==> config.mk <==
export PLATFORM = sky130hd
export DESIGN_NAME = minifloat_accum
export DESIGN_NICKNAME = d
export VERILOG_FILES = /design/src/rtl/minifloat_pkg.sv /design/src/rtl/minifloat_decode.sv /design/src/rtl/minifloat_accum.sv
export SDC_FILE = /design/constraint.sdc
export NUM_CORES = 1
export LEC_CHECK = 0
export ABC_AREA = 1
export CAP_MARGIN = 20
export CORE_ASPECT_RATIO = 0.7
export CORE_MARGIN = 2
export CORE_UTILIZATION = 45
export CTS_CLUSTER_DIAMETER = 40
export DETAILED_ROUTE_END_ITERATION = 16
export HOLD_SLACK_MARGIN = 0.02
export PLACE_DENSITY = 0.66
export SETUP_SLACK_MARGIN = 0.4
export SLEW_MARGIN = 20
export SYNTH_ARGS = -nofsm -noshare
export SYNTH_HDL_FRONTEND = slang
export SYNTH_SLANG_ARGS = --single-unit
==> constraint.sdc <==
create_clock -name clk -period 3.7 [get_ports clk]
set_clock_uncertainty 0.15 [all_clocks]
set_input_delay 0.74 -clock clk [delete_from_list [all_inputs] [get_ports clk]]
set_output_delay 0.74 -clock clk [all_outputs]
set_load 0.03 [all_outputs]
==> src/rtl/minifloat_pkg.sv <==
// Shared minifloat definitions: code layout and decode to integer magnitude.
// Used by the accumulator datapath and by converter/accumulator models.
package minifloat_pkg;

  localparam int MF_M_W   = 4;
  localparam int MF_E_W   = 3;
  localparam int MF_INT_W = 11;

  typedef struct packed {
    logic [MF_M_W-1:0] m;
    logic [MF_E_W-1:0] e;
  } mf_code_t;

  // Codes are truncated magnitudes, so decode is an exact shift.
  function automatic logic [MF_INT_W-1:0] mf_decode(
    input mf_code_t c
  );
    return MF_INT_W'(c.m) << c.e;
  endfunction

endpackage

==> src/rtl/minifloat_decode.sv <==
// Combinational minifloat code to 11-bit magnitude expander.
// Shared by the accumulator and by reference models.
module minifloat_decode
  import minifloat_pkg::*;
(
  input  mf_code_t              code_i,
  output logic [MF_INT_W-1:0]   value_o
);

  assign value_o = mf_decode(code_i);

endmodule

==> src/rtl/minifloat_accum.sv <==
// Frame accumulator: decodes minifloat codes, sums and tracks the peak
// over FRAME_LEN samples, and hands the result out on valid/ready.
module minifloat_accum
  import minifloat_pkg::*;
#(
  parameter int FRAME_LEN = 16,
  localparam int SUM_W    = MF_INT_W + $clog2(FRAME_LEN)
) (
  input  logic                clk,
  input  logic                rst_n,
  input  logic                clear,
  input  logic                in_valid,
  output logic                in_ready,
  input  logic [MF_M_W-1:0]   in_m,
  input  logic [MF_E_W-1:0]   in_e,
  output logic                out_valid,
  input  logic                out_ready,
  output logic [SUM_W-1:0]    out_sum,
  output logic [MF_INT_W-1:0] out_peak
);

  localparam int CNT_W = $clog2(FRAME_LEN);
  localparam logic [CNT_W-1:0] CNT_LAST =
    CNT_W'(FRAME_LEN - 1);

  typedef enum logic {
    ACC,
    DONE
  } state_e;

  state_e              state_q, state_d;
  logic [CNT_W-1:0]    cnt_q, cnt_d;
  logic [SUM_W-1:0]    acc_q, acc_d;
  logic [MF_INT_W-1:0] pk_q, pk_d;
  logic                vld_q, vld_d;
  logic [SUM_W-1:0]    sum_q, sum_d;
  logic [MF_INT_W-1:0] peak_q, peak_d;

  mf_code_t            code;
  logic [MF_INT_W-1:0] value;
  logic [SUM_W-1:0]    acc_nxt;
  logic [MF_INT_W-1:0] pk_nxt;
  logic                accept;

  assign code.m = in_m;
  assign code.e = in_e;

  minifloat_decode u_dec (
    .code_i  (code),
    .value_o (value)
  );

  // Ready depends only on state, clear and reset, never on in_valid.
  assign in_ready = rst_n & ~clear & (state_q == ACC);
  assign accept   = in_valid & in_ready;

  assign acc_nxt = acc_q + SUM_W'(value);
  assign pk_nxt  = (value > pk_q) ? value : pk_q;

  always_comb begin
    state_d = state_q;
    cnt_d   = cnt_q;
    acc_d   = acc_q;
    pk_d    = pk_q;
    vld_d   = vld_q;
    sum_d   = sum_q;
    peak_d  = peak_q;
    if (clear) begin
      state_d = ACC;
      cnt_d   = '0;
      acc_d   = '0;
      pk_d    = '0;
      vld_d   = 1'b0;
    end else begin
      unique case (state_q)
        ACC: begin
          if (accept) begin
            if (cnt_q == CNT_LAST) begin
              sum_d   = acc_nxt;
              peak_d  = pk_nxt;
              vld_d   = 1'b1;
              cnt_d   = '0;
              acc_d   = '0;
              pk_d    = '0;
              state_d = DONE;
            end else begin
              cnt_d = cnt_q + CNT_W'(1);
              acc_d = acc_nxt;
              pk_d  = pk_nxt;
            end
          end
        end
        DONE: begin
          if (vld_q && out_ready) begin
            vld_d   = 1'b0;
            state_d = ACC;
          end
        end
        default: state_d = ACC;
      endcase
    end
  end

  always_ff @(posedge clk) begin
    if (!rst_n) begin
      state_q <= ACC;
      cnt_q   <= '0;
      acc_q   <= '0;
      pk_q    <= '0;
      vld_q   <= 1'b0;
      sum_q   <= '0;
      peak_q  <= '0;
    end else begin
      state_q <= state_d;
      cnt_q   <= cnt_d;
      acc_q   <= acc_d;
      pk_q    <= pk_d;
      vld_q   <= vld_d;
      sum_q   <= sum_d;
      peak_q  <= peak_d;
    end
  end

  assign out_valid = vld_q;
  assign out_sum   = sum_q;
  assign out_peak  = peak_q;

endmodule

==> results.sh <==
export IMPL_grtUsageTotal=0.233
export IMPL_htree_levels=3
export IMPL_synth_top_cell_area_share=0.327
export IMPL_fin_ws_ns=0.544
export IMPL_min_period_ns=3.16
export IMPL_numClockSinks=58
export IMPL_max_clock_freq_mhz=317
export IMPL_clock_latency_ns=0.34
export IMPL_grt_max_degree=43
export IMPL_p_seq_frac=0.332
export IMPL_syn_num_nets=550
export IMPL_crit_path_end_kind="flop"
export IMPL_ys_warn_count=0
export IMPL_first_iter_violations=197
export IMPL_ys_seq_elements=58
export IMPL_hp_start="pk_q[9]"
export IMPL_ant_nets=0
export IMPL_switchingPower_mw=0.493
export IMPL_worstReg2RegEnd="out_sum[12]"
export IMPL_dieArea_um2=8620
export IMPL_synth_edf_count=0
export IMPL_post_place_ws_ns=-0.103
export IMPL_rr_startpoint="cnt_q[0]"
export IMPL_cellLeakagePower_nw=2.11
export IMPL_num_rows=27
export IMPL_p_per_area_nw_per_um2=411
export IMPL_finalHoldViolCount=0
export IMPL_p_int_mw=1.41
export IMPL_via_per_inst=5.01
export IMPL_min_to="pk_q[9]"
export IMPL_grt_antenna_before_repair=0
export IMPL_wl_per_cell_um=13.7
export IMPL_insertedDiodeCount=0
export IMPL_syn_inst=516
export IMPL_drcViolationCount=0
export IMPL_final_cell_mix="nand2_1, inv_1, dfxtp_1"
export IMPL_dr_total_vias=3401
export IMPL_path_clk_slew_ns=0.06
export IMPL_rsz0062_at_grt="no"
export IMPL_yosysSeqAreaShare=0.327
export IMPL_vdd_drop_max_mv=0.316
export IMPL_grt_pass1_vias=3244
export IMPL_cp_data_required_time_ns=3.78
export IMPL_postLayoutCellArea_um2=4620
export IMPL_cp_start_kind="primary input"
export IMPL_layout_commonest_cell="nand2_1"
export IMPL_core_region_area_um2=7770
export IMPL_status="completed"
export IMPL_cts_buffers_inserted=9
export IMPL_r2r_slack_ns=1.29
export IMPL_yosysTopAreaCell="dfxtp_1"
export IMPL_io_pins=40
export IMPL_gp_congestion=0.898
export IMPL_ctsHoldBuffers=0
export IMPL_grt_overflow=0
export IMPL_synth_area_um2=3550
export IMPL_final_nets=607
export IMPL_cpMostUsedCell="nand2_1"
export IMPL_synth_cell_type_count=38
export IMPL_grt_pass1_wl_mm=15.4
export IMPL_io_buffers=39
export IMPL_setup_viol=0
export IMPL_die_h_um=78.3
export IMPL_path_cells="clkdlybuf4s50_1, inv_2, o21ai_0, inv_1, buf_4, ha_1, a21oi_2, nor2_1, nor2_1, o21ai_2, nand2_1, nand3_1, nand2_1, nand2_1, o211ai_1, inv_1"
export IMPL_cts_max_path_buffers=2
export IMPL_crit_slowest_cell="clkdlybuf4s50_1"
export IMPL_placed_area_um2=4130
export IMPL_cts_root_buf="clkbuf_16"
export IMPL_min_path_cells=2
export IMPL_cp_max_fo=11
export IMPL_die_w_um=110
export IMPL_synthArstFlopShare=0
export IMPL_drive_gt1_frac=0.164
export IMPL_worstMarginPinSlew_ns=0.641
export IMPL_dp_hpwl_mm=6.66
export IMPL_cp_arrival_ns=3.23
export IMPL_hold_ws_ns=0.316
export IMPL_cts_tree="yes"
export IMPL_drv_cap=0
export IMPL_avgSynthCellArea_um2=6.87
export IMPL_synth_ff_type="dfxtp_1"
export IMPL_drv_slew=0
export IMPL_slew_headroom=0.572
export IMPL_worstRegToRegCells=8
export IMPL_drt_wl_total_mm=9.29
export IMPL_critical_path_class="in -> reg"
export IMPL_synth_area_leaders="dfxtp_1, nand2_1, ha_1"
export IMPL_fin_crit_sh=0.853
export IMPL_dr_pass1_iters=5
export IMPL_start_util=0.456
export IMPL_cp_slowest_stage_delay_ns=0.51
export IMPL_p_comb_frac=0.150
export IMPL_p_clk_frac=0.518
export IMPL_min_path_type="reg -> reg"
export IMPL_tns_ns=0
export IMPL_area_delta_synth_final_pct=30.3
export IMPL_netSwitchingFraction=0.260
==> synth_stat cells, drive strengths merged, types with 2 or more instances <==
master  number
clkbuf       8
ha          21
dfxtp       58
o21ai       34
buf          9
nand2      141
nor2        48
nand3b       7
o22ai        2
nor3         2
a21oi       43
nand4        6
or2          2
inv         69
xor2         7
o21a         2
a211oi       3
nand3       37
o211ai       3
a21o        10
==> layout make-up <==
class,count,area [µm²]
inverters,69,259
well taps,101,126
clock buffers,10,239
multi-input cells,373,2150
fillers,719,3150
flip-flops and latches,58,1160
repair buffers,62,566
clock inverters,6,114
==> kinds of logic (layout without fill, tap and decap cells) <==
family / after synthesis / after routing / synth area share
and+or+nand+nor: 246 / 247 / 0.319
AOI/OAI and AO/OA: 97 / 97 / 0.156
xor gates and xnor gates: 7 / 7 / 0.0173
buffers and inverters: 86 / 147 / 0.101
adders and majority gates: 22 / 22 / 0.0797
DFF: 58 / 58 / 0.327
==> power by group through the flow <==
stage / sequential, mW / combinational, mW / clock [mW]
5_1_grt: 0.631 / 0.315 / 1.03
6_report: 0.631 / 0.285 / 0.985
2_1_floorplan: 0.643 / 0.181 / 0
4_1_cts: 0.630 / 0.269 / 1.00
3_5_place_dp: 0.644 / 0.249 / 0
3_3_place_gp: 0.644 / 0.246 / 0
==> state kept, by name, summed over array words and instances, names as in the netlist <==
name and cells:
out_peak 11, state_q 1, out_sum 15, out_valid 1, acc_q 15, pk_q 11, cnt_q 4
==> metrics by stage <==
step	total power, mW	utilization	instances
final	1.90	0.595	679
after global routing	1.97	0.595	679
after CTS	1.90	0.583	679
after detailed placement	0.893	0.532	662
after global placement	0.890	0.532	662
after floorplan	0.824	-	516
==> metal layers <==
| layer | routed length [µm] | vias to the layer above | global-route usage |
|---|---|---|---|
| li1 | - | 1784 | - |
| met1 | 4730 | 1492 | 0.347 |
| met2 | 3710 | 115 | 0.323 |
| met3 | 737 | 10 | 0.0731 |
| met4 | 112 | 0 | 0.0550 |
| met5 | 0 | - | 0 |
==> how the worst max path moves through the flow <==
stage	slack [ns]	from	to	depth (start not counted)
finish	0.54	in_e[2]	out_sum[11]	16
floorplan	0.68	in_e[1]	out_peak[4]	18
detailed placement	-0.10	in_e[0]	out_peak[6]	20
global route	0.41	in_e[2]	out_peak[9]	16
CTS	0.41	in_m[1]	out_sum[11]	18
global placement	-0.02	in_e[0]	out_peak[5]	20
==> critical path: cells and delay by family <==
kind / cells / cell delay (ns)
AOI/OAI and AO/OA: 4 / 0.65
and+or+nand+nor: 6 / 0.53
buffers and inverters: 5 / 0.97
adders and majority gates: 1 / 0.34
==> repair_timing <==
action / 4_1_cts / 5_1_grt
resized for setup: 7 / 29
endpoints found under the setup margin: 31 / 41
setup buffers: 0 / 0
gates cloned: 1 / 0
pin swaps: 0 / 5
No activity file was read; power rests on OpenSTA's default activity.
